$ cat config.mk
export PLATFORM = sky130hd
export DESIGN_NAME = mem_stage_lsu_flat
export DESIGN_NICKNAME = d
export VERILOG_FILES = /design/src/rtl/mem_stage_lsu_if.sv /design/src/rtl/mem_stage_lsu.sv /design/src/flat_wrapper.sv
export SDC_FILE = /design/constraint.sdc
export NUM_CORES = 1
export LEC_CHECK = 0
export ABC_CLOCK_PERIOD_IN_PS = 4200
export CELL_PAD_IN_SITES_DETAIL_PLACEMENT = 1
export CELL_PAD_IN_SITES_GLOBAL_PLACEMENT = 1
export CORE_AREA = 2 2 157 159
export DETAILED_ROUTE_END_ITERATION = 12
export DIE_AREA = 0 0 159 161
export PLACE_DENSITY_LB_ADDON = 0.25
export SYNTH_ARGS = -nofsm -noshare
export SYNTH_HDL_FRONTEND = slang
export SYNTH_SLANG_ARGS = --single-unit
export TNS_END_PERCENT = 50
$ cat constraint.sdc
create_clock -name clk -period 4.2 [get_ports clk]
set_input_delay 0.42 -clock clk [delete_from_list [all_inputs] [get_ports clk]]
set_output_delay 0.42 -clock clk [all_outputs]
set_load 0.02 [all_outputs]
$ cat src/rtl/mem_stage_lsu_if.sv
// mem_stage_lsu_if: data-memory req/ack port between the MEM stage and data memory
interface mem_stage_lsu_if;
    logic        mem_req;
    logic        mem_we;
    logic [31:0] mem_addr;
    logic [3:0]  mem_be;
    logic [31:0] mem_wdata;
    logic [31:0] mem_rdata;
    logic        mem_ack;
    modport master(output mem_req, mem_we, mem_addr, mem_be, mem_wdata, input mem_rdata, mem_ack);
    modport slave(input mem_req, mem_we, mem_addr, mem_be, mem_wdata, output mem_rdata, mem_ack);
endinterface

$ cat src/rtl/mem_stage_lsu.sv
// mem_stage_lsu: RV32I memory stage with req/ack LSU, timeout abort and MEM/WB register
// Optional misaligned-access trap enabled by defining MISALIGN_TRAP_EN.
module mem_stage_lsu #(
    parameter int TIMEOUT_CYCLES = 255
) (
    input  logic                   clk,
    input  logic                   rst,
    input  logic                   RegWriteM,
    input  logic                   MemWriteM,
    input  logic [1:0]             ResultSrcM,
    input  logic [2:0]             Funct3M,
    input  logic [31:0]            ALUResultM,
    input  logic [31:0]            WriteDataM,
    input  logic [4:0]             RdM,
    input  logic [31:0]            PCPlus4M,
    output logic                   StallM,
    mem_stage_lsu_if.master        mem,
    output logic                   RegWriteW,
    output logic [1:0]             ResultSrcW,
    output logic [31:0]            ALUResultW,
    output logic [31:0]            ReadDataW,
    output logic [4:0]             RdW,
    output logic [31:0]            PCPlus4W,
    output logic                   BusErrW,
    output logic                   MisalignW
);
    typedef enum logic {IDLE, REQ} state_t;
    state_t      state;
    logic [31:0] cnt;
    logic [1:0]  a;
    logic        access, misalign, trap, timeout, abort, done, take;
    logic [7:0]  lb;
    logic [15:0] lh;
    logic [31:0] ld;
    assign a = ALUResultM[1:0];
    assign access = MemWriteM | (ResultSrcM == 2'b01);
`ifdef MISALIGN_TRAP_EN
    assign misalign = access & ((Funct3M[1:0] == 2'b01 & a[0]) | (Funct3M == 3'b010 & a != 2'b00));
`else
    assign misalign = 1'b0;
`endif
    assign trap = state == IDLE & misalign;
    assign timeout = TIMEOUT_CYCLES != 0 && cnt == 32'(TIMEOUT_CYCLES - 1);
    assign abort = state == REQ & ~mem.mem_ack & timeout;
    assign done = state == REQ & (mem.mem_ack | timeout);
    assign take = state == IDLE ? ~access | trap : done;
    // Gated by rst so the upstream stall releases together with the async reset
    assign StallM = ~rst & (state == IDLE ? access & ~trap : ~mem.mem_ack & ~timeout);
    assign mem.mem_req = state == REQ;
    assign mem.mem_we = MemWriteM;
    assign mem.mem_addr = {ALUResultM[31:2], 2'b00};
    assign mem.mem_be = ~MemWriteM ? 4'b1111 :
                        Funct3M == 3'b000 ? 4'b0001 << a :
                        Funct3M == 3'b001 ? (a[1] ? 4'b1100 : 4'b0011) : 4'b1111;
    assign mem.mem_wdata = Funct3M == 3'b000 ? {4{WriteDataM[7:0]}} :
                           Funct3M == 3'b001 ? {2{WriteDataM[15:0]}} : WriteDataM;
    assign lb = mem.mem_rdata[{a, 3'b000} +: 8];
    assign lh = a[1] ? mem.mem_rdata[31:16] : mem.mem_rdata[15:0];
    always_comb
        ld = Funct3M == 3'b000 ? {{24{lb[7]}}, lb} :
             Funct3M == 3'b001 ? {{16{lh[15]}}, lh} :
             Funct3M == 3'b100 ? {24'd0, lb} :
             Funct3M == 3'b101 ? {16'd0, lh} : mem.mem_rdata;
    always_ff @(posedge clk or posedge rst)
        if (rst) begin
            state      <= IDLE;
            cnt        <= '0;
            RegWriteW  <= 1'b0;
            ResultSrcW <= '0;
            ALUResultW <= '0;
            ReadDataW  <= '0;
            RdW        <= '0;
            PCPlus4W   <= '0;
            BusErrW    <= 1'b0;
            MisalignW  <= 1'b0;
        end else begin
            state      <= state == IDLE ? (access & ~trap ? REQ : IDLE) : (done ? IDLE : REQ);
            cnt        <= state == IDLE ? '0 : cnt + 32'd1;
            RegWriteW  <= take & RegWriteM & ~trap & ~abort;
            ResultSrcW <= take ? ResultSrcM : '0;
            ALUResultW <= take ? ALUResultM : '0;
            ReadDataW  <= state == REQ & mem.mem_ack & ~MemWriteM ? ld : '0;
            RdW        <= take ? RdM : '0;
            PCPlus4W   <= take ? PCPlus4M : '0;
            BusErrW    <= abort;
            MisalignW  <= trap;
        end
endmodule

$ cat src/flat_wrapper.sv
// flat-port wrapper written by rule: the top's interface ports become plain ports
module mem_stage_lsu_flat 
#(
    parameter int TIMEOUT_CYCLES = 255
)
  (clk, rst, RegWriteM, MemWriteM, ResultSrcM, Funct3M, ALUResultM, WriteDataM, RdM, PCPlus4M, StallM, RegWriteW, ResultSrcW, ALUResultW, ReadDataW, RdW, PCPlus4W, BusErrW, MisalignW, mem_mem_req, mem_mem_we, mem_mem_addr, mem_mem_be, mem_mem_wdata, mem_mem_rdata, mem_mem_ack);
  mem_stage_lsu_if mem_i ();
  input  logic clk;
  input  logic rst;
  input  logic RegWriteM;
  input  logic MemWriteM;
  input  logic [1:0] ResultSrcM;
  input  logic [2:0] Funct3M;
  input  logic [31:0] ALUResultM;
  input  logic [31:0] WriteDataM;
  input  logic [4:0] RdM;
  input  logic [31:0] PCPlus4M;
  output logic StallM;
  output logic RegWriteW;
  output logic [1:0] ResultSrcW;
  output logic [31:0] ALUResultW;
  output logic [31:0] ReadDataW;
  output logic [4:0] RdW;
  output logic [31:0] PCPlus4W;
  output logic BusErrW;
  output logic MisalignW;
  output wire logic [$bits(mem_i.mem_req)-1:0] mem_mem_req;
  output wire logic [$bits(mem_i.mem_we)-1:0] mem_mem_we;
  output wire logic [$bits(mem_i.mem_addr)-1:0] mem_mem_addr;
  output wire logic [$bits(mem_i.mem_be)-1:0] mem_mem_be;
  output wire logic [$bits(mem_i.mem_wdata)-1:0] mem_mem_wdata;
  input wire logic [$bits(mem_i.mem_rdata)-1:0] mem_mem_rdata;
  input wire logic [$bits(mem_i.mem_ack)-1:0] mem_mem_ack;
  assign mem_mem_req = mem_i.mem_req;
  assign mem_mem_we = mem_i.mem_we;
  assign mem_mem_addr = mem_i.mem_addr;
  assign mem_mem_be = mem_i.mem_be;
  assign mem_mem_wdata = mem_i.mem_wdata;
  assign mem_i.mem_rdata = mem_mem_rdata;
  assign mem_i.mem_ack = mem_mem_ack;
  mem_stage_lsu #(.TIMEOUT_CYCLES(TIMEOUT_CYCLES)) u_core (.clk(clk), .rst(rst), .RegWriteM(RegWriteM), .MemWriteM(MemWriteM), .ResultSrcM(ResultSrcM), .Funct3M(Funct3M), .ALUResultM(ALUResultM), .WriteDataM(WriteDataM), .RdM(RdM), .PCPlus4M(PCPlus4M), .StallM(StallM), .mem(mem_i), .RegWriteW(RegWriteW), .ResultSrcW(ResultSrcW), .ALUResultW(ALUResultW), .ReadDataW(ReadDataW), .RdW(RdW), .PCPlus4W(PCPlus4W), .BusErrW(BusErrW), .MisalignW(MisalignW));
endmodule
# After elaboration in Yosys (flattened, before gate mapping)
# Index checks and enable logic that the tools add are counted.
# Widths: inputs -> output; s select.
word_totals:
  reg_bits: 138
  input_bits: 143
  wordCells: 57
op_classes:
  addsub: 1
  n_eq_ne: 5
  n_shift: 2
  mux: 22
  n_bitwise: 17
  reduce_logical: 1
ops:
  columns: ["op", "count"]
  rows:
  - ["$mux 32", 10]
  - ["$add 32x1->32 const B", 1]
  - ["$eq 32x8->1 const B", 1]
  - ["$shiftx 32x6->8", 1]
  - ["$mux 16", 1]
  - ["$mux 4", 4]
  - ["$and 1x1->1", 9]
  - ["$eq 3x3->1 const B", 2]
  - ["$not 1->1", 6]
  - ["$mux 1", 5]
  - ["$mux 5", 1]
  - ["$shl 1x2->4 const A", 1]
  - ["$eq 3x1->1 const B", 1]
  - ["$logic_not 3->1", 1]
  - ["$eq 2x1->1 const B", 1]
  - ["$mux 2", 1]
  - ["$or 1x1->1", 2]

# Depth between registers and ports, before layout
# Gate-level depths: netlist of the first run.
logic_depth:
  depth_word: 6
  depth_mapped: 7
  mapped_depth_nobuf: 6

# Worst setup path before layout of the first run
# No wires, ideal clock.
synth_path:
  kind: "register to output"
  startpoint: "register u_core.cnt[0]"
  endpoint: "output StallM"
  t_arrival_ns: 1.878
  required_time_ns: 3.780
  slack_ns: 1.902
  stages_incl_launch_ff: 8
  cell_sequence: "dfrtp_1 > inv_1 > ha_1 > nor4b_1 > nand4_1 > o311ai_2 > clkbuf_1 > a21oi_1"
synth_via:
  elab_chain_len: 5
synth_rtl:
  columns: ["element", "line", "source"]
  rows:
  - ["from (decl)", "mem_stage_lsu.sv:29", "logic [31:0] cnt;"]
  - ["from (signal assigned)", "mem_stage_lsu.sv:78", "cnt <= state == IDLE ? '0 : cnt + 32'd1;"]
  - ["$eq 32x8->1", "mem_stage_lsu.sv:43", "assign timeout = TIMEOUT_CYCLES != 0 && cnt == 32'(TIMEOUT_CYCLES - 1);"]
  - ["$not 1->1", "mem_stage_lsu.sv:48", "assign StallM = ~rst & (state == IDLE ? access & ~trap : ~mem.mem_ack & ~timeout);"]
  - ["$and 1x1->1", "mem_stage_lsu.sv:48", null]
  - ["$mux 1", "mem_stage_lsu.sv:48", null]
  - ["$and 1x1->1", "mem_stage_lsu.sv:48", null]
  - ["to (decl)", "flat_wrapper.sv:18", "output logic StallM;"]
# No other way between the ends.

# Final worst setup path of the first run
layout_path:
  startpoint: "input Funct3M[2]"
  endpoint: "output mem_mem_wdata[10]"
layout_via:
  elab_chain_len: 2
layout_rtl:
  columns: ["element", "line", "source"]
  rows:
  - ["from (decl)", "flat_wrapper.sv:13", "input logic [2:0] Funct3M;"]
  - ["$logic_not 3->1", "mem_stage_lsu.sv:55", "assign mem.mem_wdata = Funct3M == 3'b000 ? {4{WriteDataM[7:0]}} :"]
  - ["$mux 32", "mem_stage_lsu.sv:55", null]
  - ["to (decl)", "flat_wrapper.sv:31", "output wire logic [$bits(mem_i.mem_wdata)-1:0] mem_mem_wdata;"]
# No other way between the ends.

==> impl_metrics.py, run 1 <==
metrics = {
    "run_status": {
        "status": "complete, no violations",
    },
    "floorplan": {
        "core_area_sq_mm": 0.0240,
        "io_pins": 320,
        "rows": 57,
        "die_h_um": 161,
        "initial_core_util_pct": 26.4,
        "die_width_um": 159,
        "dieArea_sq_mm": 0.0256,
    },
    "yosys": {
        "synth_top_cells_by_area": "dfrtp_1 55%, and3_1 7.2%, buf_4 5.0%",
        "synthFlopType": "dfrtp_1",
        "synth_top_area_share_pct": 54.6,
        "synth_edf_count": 0,
        "postSynthAreaPerCell_sq_um": 10.5,
        "ys_types": 41,
        "synth_area_leader_cell": "dfrtp_1",
        "synth_area_sq_mm": 0.00633,
        "yosys_register_bits": 138,
        "ys_seq_area_share_pct": 54.6,
        "synthCells": 604,
        "ys_warn_count": 0,
        "async_flop_share_pct": 100,
    },
    "clock_network": {
        "cts_resized": 0,
        "root_buffer": "clkbuf_16",
        "cts_tree": "built",
        "htreeDepth": 4,
        "cts_buffers": 17,
        "clkLatencyLatePin_ns": 0.42,
        "cts_setup_buffers": 0,
        "cts_sinks": 138,
        "cts-hold-fix-buffers": 0,
        "clkTransAtPathRegs_ns": 0.06,
        "clock_path_buffers": 2,
    },
    "global_route": {
        "grt_pass1_wl_um": 35200,
        "grt_usage_pct": 17.9,
        "overflow": 0,
        "antenna_found_initial": 0,
        "grt_start_max_net_pins": 108,
        "grt_pass1_vias": 5916,
    },
    "timing": {
        "clock.fmax_mhz": 309,
        "rsz0062_at_grt": "false",
        "fin_tns_setup_ns": 0,
        "tightestPinTransition_ns": 1.18,
        "slew_headroom_pct": 21.3,
        "fin_crit_sh_pct": 77.1,
        "skew_ns": 0.0115,
        "slew_violations": 0,
        "fin_crit_ns": 3.24,
        "finalHoldViolCount": 0,
        "setup_viol_count_final": 0,
    },
    "critical_path": {
        "rrSetupSlack_ns": 1.70,
        "crit_arrival_ns": 2.82,
        "startpoint": "Funct3M[2]",
        "worst_setup_path_end_kind": "output port",
        "crit_path_start_kind": "primary input",
        "cpPeakStageDelay_ns": 0.82,
        "cp_max_fo": 25,
        "worstSetupPathDepth": 4,
        "crit_type": "primary input to output port",
        "critical_path.top_delay_family": "buffers and inverters",
        "timing.rr.start": "u_core.cnt[5]",
        "cp_cell_sequence": "clkdlybuf4s50_1 > or3_1 > mux2_2 > clkdlybuf4s50_1",
        "cp-endpoint": "mem_mem_wdata[10]",
        "rr_worst_depth": 4,
        "slowest_stage": "or3_1",
        "r2r_end": "u_core.cnt[23]",
        "cpMostUsedCell": "clkdlybuf4s50_1",
        "required_ns": 3.78,
        "critPathBufInv": 2,
    },
    "finish": {
        "areaGrowthSynthToFinish_pct": 59.2,
        "drive_gt1_share_pct": 7.54,
        "mostFrequentLayoutCells": "316 x clkdlybuf4s50_1, 138 x dfrtp_1, 73 x and3_1",
        "nNetsFinal": 1009,
        "final_common_cell": "clkdlybuf4s50_1",
        "antenna_cells": 0,
    },
    "detailed_routing": {
        "wl_met2_um": 11400,
        "drt_iter0_drc": 226,
        "highest_layer": "met4",
        "dr.pass1.iters": 4,
        "vias": 5635,
        "drt_wl_total_um": 23100,
        "dr_wl_met3_um": 2250,
        "ant_nets": 0,
        "via_per_inst": 4.70,
        "post_drt_wl_per_cell_um": 19.2,
        "met1_length_um": 9230,
        "drcViolationCount": 0,
    },
    "hold_path": {
        "hold_path.class": "flop to flop",
    },
    "place": {
        "gp_congestion": 0.846,
        "numPortBuffers": 316,
        "dp_hpwl_um": 16800,
    },
    "power_and_ir_drop": {
        "ir_drop_uv": 225,
        "p_leak_nw": 4.27,
        "finalPower_mw": 3.93,
        "p_per_area_mw_per_mm2": 390,
    },
    "run": {
        "max-cap-violations": 0,
    },
}
[cells in the mapped netlist, types with 2 or more instances]
| cell | n |
|---|---|
| inv_1 | 12 |
| nand4_1 | 8 |
| o211ai_1 | 10 |
| or3_1 | 8 |
| clkbuf_1 | 39 |
| buf_4 | 42 |
| nand2_1 | 23 |
| nor2b_1 | 3 |
| nand3_1 | 11 |
| and3_1 | 73 |
| buf_1 | 5 |
| xor2_1 | 2 |
| buf_6 | 2 |
| nor3_1 | 4 |
| a21oi_1 | 54 |
| nor2_1 | 33 |
| nor4_1 | 10 |
| and4_1 | 2 |
| dfrtp_1 | 138 |
| nand2b_1 | 2 |
| o31ai_1 | 14 |
| o21ai_0 | 6 |
| mux2i_1 | 17 |
| o22ai_1 | 24 |
| mux2_2 | 16 |
| o21a_1 | 8 |
| xnor2_1 | 10 |
| ha_1 | 2 |
| or4_1 | 14 |
[cell type report]
| class | count | area, sq um |
|---|---|---|
| multi-input combinational | 366 | 2350 |
| timing repair buffer | 328 | 3250 |
| fill | 2706 | 13900 |
| sequential | 138 | 3450 |
| clock buffer | 18 | 439 |
| tap | 324 | 405 |
| inverter | 13 | 53.8 |
| clock inverter | 12 | 119 |
[how the worst min path moves through the flow]
| stage | from | endpoint | slack (ns) | depth (start not counted) |
|---|---|---|---|---|
| final | u_core.cnt[0] | u_core.cnt[0] | 0.51 | 1 |
| after global routing | mem_mem_rdata[2] | u_core.ReadDataW[2] | 0.54 | 3 |
| after CTS | u_core.cnt[0] | u_core.cnt[0] | 0.51 | 1 |
| after detailed placement | u_core.cnt[0] | u_core.cnt[0] | 0.50 | 1 |
| after global placement | u_core.cnt[0] | u_core.cnt[0] | 0.49 | 1 |
| after floorplan | u_core.cnt[0] | u_core.cnt[0] | 0.46 | 1 |
[stage by stage]
stage               setup WS, ns  util, %  cell area (sq um)  hold WS [ns]  instances
finish                     0.961     42.0              10100         0.511       1199
global route               0.855     42.0              10100         0.541       1199
CTS                        0.946     42.0              10100         0.506       1199
detailed placement         0.950     39.7               9520         0.498       1169
global placement           0.953     39.7               9520         0.494       1169
floorplan                 0.0838        -               6340         0.465        606
[logic make-up (layout without fill, tap and decap cells)]
| family | Yosys count | after routing | share of synthesized area [%] |
|---|---|---|---|
| compound gates | 121 | 121 | 11.6 |
| buf+inv | 102 | 371 | 8.80 |
| flops | 138 | 138 | 54.6 |
| mux | 33 | 33 | 5.54 |
| xor+xnor | 12 | 12 | 1.66 |
| simple gates | 195 | 195 | 17.3 |
| fa+ha+maj | 2 | 2 | 0.395 |
| other cells | 1 | 3 | 0.0593 |
[metal layers]
metal	up-vias	track usage, %
li1	2631	-
met1	2769	21.2
met2	221	30.0
met3	14	7.86
met4	0	4.30
met5	-	0
[where the power goes]
part / total (mW) / leakage (nW) / switching, mW / internal (mW)
clock: 1.43 / 0.266 / 0.601 / 0.832
sequential: 1.49 / 1.84 / 0.0437 / 1.44
combinational: 1.00 / 2.17 / 0.526 / 0.479
[sequential cells by signal, indices dropped and copies added (netlist names)]
name,flops
u_core.ResultSrcW,2
u_core.ReadDataW,32
u_core.cnt,32
u_core.mem.mem_req,1
u_core.RegWriteW,1
u_core.BusErrW,1
u_core.RdW,5
u_core.PCPlus4W,32
u_core.ALUResultW,32
Note: power is estimated with default switching activity, not from simulation.
==> inputs of run 2 (changes only) <==
--- a/config.mk
+++ b/config.mk
@@ -5,7 +5,7 @@
 export SDC_FILE = /design/constraint.sdc
 export NUM_CORES = 1
 export LEC_CHECK = 0
-export ABC_CLOCK_PERIOD_IN_PS = 4200
+export ABC_CLOCK_PERIOD_IN_PS = 2800
 export CELL_PAD_IN_SITES_DETAIL_PLACEMENT = 1
 export CELL_PAD_IN_SITES_GLOBAL_PLACEMENT = 1
 export CORE_AREA = 2 2 157 159
==> constraint.sdc (replaced) <==
create_clock -name clk -period 2.8 [get_ports clk]
set_input_delay 0.28 -clock clk [delete_from_list [all_inputs] [get_ports clk]]
set_output_delay 0.28 -clock clk [all_outputs]
set_load 0.02 [all_outputs]
==> impl_metrics.py, run 2 (synthesis gave the netlist of run 1 again) <==
metrics = {
    "timing": {
        "fin_ws_ns": 0.132,
        "clock.fmax_mhz": 375,
        "fin_crit_sh_pct": 95.3,
        "fin_crit_ns": 2.67,
        "setup_viol_count_final": 0,
        "slew_headroom_pct": 19.5,
        "fin_tns_setup_ns": 0,
        "slew_violations": 0,
        "skew_ns": 0.0128,
        "tightestPinTransition_ns": 1.21,
        "finalHoldViolCount": 0,
    },
    "clock_network": {
        "htreeDepth": 4,
        "clkTransAtPathRegs_ns": 0.06,
        "clkLatencyLatePin_ns": 0.42,
        "cts_buffers": 17,
        "cts_sinks": 138,
        "root_buffer": "clkbuf_16",
        "clock_path_buffers": 2,
        "cts_tree": "built",
        "cts-hold-fix-buffers": 0,
    },
    "detailed_routing": {
        "drcViolationCount": 0,
        "wl_met2_um": 11700,
        "via_per_inst": 4.78,
        "dr.pass1.iters": 4,
        "drt_iter0_drc": 222,
        "dr_wl_met3_um": 2050,
        "post_drt_wl_per_cell_um": 19.6,
        "drt_wl_total_um": 23800,
        "vias": 5788,
        "ant_nets": 0,
        "met1_length_um": 9670,
        "highest_layer": "met4",
    },
    "global_route": {
        "antenna_found_initial": 1,
        "overflow": 0,
        "grt_start_max_net_pins": 74,
        "grt_pass1_vias": 6148,
        "grt_pass1_wl_um": 36600,
        "grt_usage_pct": 18.4,
    },
    "place": {
        "dp_cells": 1178,
        "numPortBuffers": 316,
        "dp_hpwl_um": 17500,
        "gp_congestion": 0.823,
        "post-place-ws_ns": 0.131,
    },
    "power_and_ir_drop": {
        "finalPower_mw": 5.97,
        "p_leak_nw": 4.35,
        "ir_drop_uv": 336,
        "p_per_area_mw_per_mm2": 583,
    },
    "critical_path": {
        "cpPeakStageDelay_ns": 0.43,
        "timing.rr.start": "u_core.cnt[0]",
        "cp_cell_sequence": "inv_1 > ha_1 > nor4b_2 > nand4_1 > o311ai_4 > a21oi_1 > dlygate4sd2_1",
        "required_ns": 2.52,
        "rrSetupSlack_ns": 0.35,
        "crit_type": "flop to output port",
        "worst_setup_path_end_kind": "output port",
        "crit_path_start_kind": "flop",
        "cp_max_fo": 5,
        "slowest_stage": "dfrtp_1",
        "crit_arrival_ns": 2.39,
        "rr_worst_depth": 7,
        "r2r_end": "u_core.ALUResultW[30]",
    },
    "floorplan": {
        "die_width_um": 159,
        "initial_core_util_pct": 26.4,
        "io_pins": 320,
        "rows": 57,
        "core_area_sq_mm": 0.0240,
        "dieArea_sq_mm": 0.0256,
        "die_h_um": 161,
    },
    "finish": {
        "drive_gt1_share_pct": 8.91,
        "multi_input_area_sq_mm": 0.00236,
        "final_util_pct": 42.7,
        "mostFrequentLayoutCells": "315 x clkdlybuf4s50_1, 138 x dfrtp_1, 73 x and3_1",
        "nNetsFinal": 1019,
        "areaGrowthSynthToFinish_pct": 61.8,
        "fillers": 2653,
        "fin_cells": 1212,
        "seq_area_sq_mm": 0.00345,
        "final_common_cell": "clkdlybuf4s50_1",
    },
    "run": {
        "max-cap-violations": 0,
    },
    "hold_path": {
        "hold_path.class": "primary input to asynchronous set/reset pin",
    },
    "run_status": {
        "status": "complete, no violations",
    },
}
[run 2: cell types whose count changed in the layout (fill, tap and decap cells not counted), sizes merged]
cell / change
clkbuf: +1
clkdlybuf4s50: -1
diode: +1
clkinvlp: +1
clkinv: -2
buf: +10
inv: +2
dlygate4sd2: +1
[run 2: metrics by stage]
step,cell area [sq um],hold slack [ns]
5_1_grt,10200,0.411
3_5_place_dp,9640,0.525
3_3_place_gp,9640,0.500
2_1_floorplan,6340,0.415
6_report,10200,0.364
4_1_cts,10200,0.383
[run 2: report_power, final]
part	switching, mW	total [mW]	internal [mW]
Clock	0.936	2.20	1.27
Sequential	0.0692	2.24	2.17
Combinational	0.793	1.53	0.736
Total	1.80	5.97	4.17
[run 2: layout make-up]
type	count	share of cell area, %
well taps	324	3.96
multi-input cells	366	23.1
diodes	1	0.0244
clock inverters	13	1.28
flip-flops and latches	138	33.7
inverters	13	0.513
repair buffers	338	33.1
clock buffers	19	4.33
[run 2: how the worst max path moves through the flow]
stage	start	end	slack, ns	depth (start not counted)
floorplan	u_core.cnt[0]	StallM	0.64	7
global placement	Funct3M[0]	u_core.ReadDataW[21]	0.19	5
detailed placement	Funct3M[0]	u_core.ReadDataW[28]	0.13	5
CTS	u_core.cnt[0]	StallM	0.11	7
global route	u_core.cnt[0]	StallM	-0.004	7
finish	u_core.cnt[0]	StallM	0.13	7
[run 2: critical path, delay by kind of cell (launching register included)]
| kind | cells | cell delay (ns) |
|---|---|---|
| flip-flops | 1 | 0.43 |
| buffers and inverters | 2 | 0.43 |
| adder cells (fa/ha/maj) | 1 | 0.16 |
| AO/OA/AOI/OAI | 2 | 0.50 |
| AND/OR/NAND/NOR | 2 | 0.46 |
[run 2: layer usage]
layer | vias up | GRT usage, %
li1 | 2671 | -
met1 | 2867 | 22.1
met2 | 230 | 31.2
met3 | 20 | 7.32
met4 | 0 | 4.38
met5 | - | 0
[run 2: timing repair]
item / in CTS / in global routing
setup buffers: 0 / 1
gates resized for setup: 1 / 2
setup endpoints to repair: 1 / 1
cloned: 0 / 0
pin swaps: 0 / 1
==> inputs of run 3 (changes only) <==
--- a/config.mk
+++ b/config.mk
@@ -5,13 +5,13 @@
 export SDC_FILE = /design/constraint.sdc
 export NUM_CORES = 1
 export LEC_CHECK = 0
-export ABC_CLOCK_PERIOD_IN_PS = 2800
 export CELL_PAD_IN_SITES_DETAIL_PLACEMENT = 1
 export CELL_PAD_IN_SITES_GLOBAL_PLACEMENT = 1
 export CORE_AREA = 2 2 157 159
 export DETAILED_ROUTE_END_ITERATION = 12
 export DIE_AREA = 0 0 159 161
 export PLACE_DENSITY_LB_ADDON = 0.25
+export SLEW_MARGIN = 30
 export SYNTH_ARGS = -nofsm -noshare
 export SYNTH_HDL_FRONTEND = slang
 export SYNTH_SLANG_ARGS = --single-unit
==> impl_metrics.py, run 3 (synthesis gave the netlist of run 1 again) <==
metrics = {
    "run_status": {
        "status": "complete, no violations",
    },
    "timing": {
        "fin_tns_setup_ns": 0,
        "fin_ws_ns": 0.147,
        "fin_crit_ns": 2.65,
        "tightestPinTransition_ns": 0.754,
        "slew_violations": 0,
        "hold-worst-slack_ns": 0.362,
        "fin_crit_sh_pct": 94.7,
        "skew_ns": 0.00998,
        "slew_headroom_pct": 49.6,
        "setup_viol_count_final": 0,
        "clock.fmax_mhz": 377,
        "finalHoldViolCount": 0,
    },
    "power_and_ir_drop": {
        "p_leak_nw": 4.35,
        "ir_drop_uv": 301,
        "p_per_area_mw_per_mm2": 583,
        "finalPower_mw": 5.97,
    },
    "floorplan": {
        "die_width_um": 159,
        "initial_core_util_pct": 26.4,
        "die_h_um": 161,
        "dieArea_sq_mm": 0.0256,
        "io_pins": 320,
        "rows": 57,
        "core_area_sq_mm": 0.0240,
    },
    "clock_network": {
        "cts_tree": "built",
        "cts_sinks": 138,
        "cts_buffers": 17,
        "root_buffer": "clkbuf_16",
        "clkTransAtPathRegs_ns": 0.06,
        "clock_path_buffers": 2,
        "clkLatencyLatePin_ns": 0.42,
        "htreeDepth": 4,
    },
    "finish": {
        "final_common_cell": "clkdlybuf4s50_1",
        "final_util_pct": 42.7,
        "mostFrequentLayoutCells": "315 x clkdlybuf4s50_1, 138 x dfrtp_1, 73 x and3_1",
        "areaGrowthSynthToFinish_pct": 61.8,
        "nNetsFinal": 1019,
        "antenna_cells": 0,
        "drive_gt1_share_pct": 9.02,
    },
    "critical_path": {
        "crit_path_start_kind": "flop",
        "cp_max_fo": 5,
        "crit_type": "flop to output port",
        "r2r_end": "u_core.ALUResultW[13]",
        "rr_worst_depth": 7,
        "cpPeakStageDelay_ns": 0.43,
        "worst_setup_path_end_kind": "output port",
        "required_ns": 2.52,
        "cp_cell_sequence": "inv_1 > ha_1 > nor4b_2 > nand4_1 > o311ai_4 > a21oi_1 > dlygate4sd2_1",
        "timing.rr.start": "u_core.cnt[0]",
        "slowest_stage": "dfrtp_1",
        "rrSetupSlack_ns": 0.37,
        "crit_arrival_ns": 2.37,
    },
    "run": {
        "max-cap-violations": 0,
    },
    "place": {
        "post-place-ws_ns": 0.223,
        "numPortBuffers": 316,
        "gp_congestion": 0.823,
        "dp_hpwl_um": 17500,
    },
    "global_route": {
        "grt_pass1_vias": 6172,
        "grt_usage_pct": 18.5,
        "grt_start_max_net_pins": 74,
        "grt_pass1_wl_um": 36800,
        "overflow": 0,
        "antenna_found_initial": 0,
    },
    "detailed_routing": {
        "drcViolationCount": 0,
        "dr.pass1.iters": 4,
        "post_drt_wl_per_cell_um": 19.7,
        "drt_iter0_drc": 283,
        "ant_nets": 0,
        "via_per_inst": 4.77,
        "vias": 5780,
        "drt_wl_total_um": 23900,
    },
    "hold_path": {
        "hold_path.class": "primary input to asynchronous set/reset pin",
    },
}
run 3: cell count changes in the layout (fill, tap and decap cells not counted), sizes merged:
cell / before / now
diode: 1 / 0
run 3: worst max-delay path by stage:
stage,depth (start not counted),slack [ns],endpoint,startpoint
after detailed placement,5,0.22,mem_mem_wdata[8],Funct3M[1]
after floorplan,7,0.64,StallM,u_core.cnt[0]
after CTS,7,0.09,StallM,u_core.cnt[0]
after global placement,5,0.19,u_core.ReadDataW[21],Funct3M[0]
after global routing,7,-0.003,StallM,u_core.cnt[0]
final,7,0.15,StallM,u_core.cnt[0]
run 3: what timing repair did:
item	CTS	global route
setup buffers	0	1
endpoints found under the setup margin	1	1
hold buffers	0	0
gates resized for setup	1	2
pin swaps	0	1
endpoints found under the hold margin	0	0
run 3: cell type report:
type                    count  area [sq um]
repair buffers            338          3390
clock inverters            13           131
inverters                  13          52.6
clock buffers              19           443
well taps                 324           405
multi-input cells         366          2360
flip-flops and latches    138          3450
fillers                  2659         13700
run 3: where the power goes:
| group | leakage [nW] | internal [mW] | switching (mW) |
|---|---|---|---|
| Sequential | 1.84 | 2.17 | 0.0692 |
| Clock | 0.272 | 1.27 | 0.937 |
| Combinational | 2.24 | 0.736 | 0.795 |
run 3: worst max-delay path, delay by kind of cell (launching register included):
kind            cells  cell delay [ns]
flops               1             0.43
buf+inv             2             0.43
simple gates        2             0.45
fa+ha+maj           1             0.16
compound gates      2             0.49
run 3: layer usage:
layer / GRT usage, % / part of all wire, %
met4: 4.38 / 1.4
met2: 31.7 / 49
met1: 22.4 / 41
met3: 6.55 / 8.6
met5: 0 / 0
run 3: metrics by stage:
step,std cells,area (sq um)
2_1_floorplan,606,6340
3_3_place_gp,1178,9640
3_5_place_dp,1178,9650
4_1_cts,1210,10200
5_1_grt,1211,10200
6_report,1211,10200
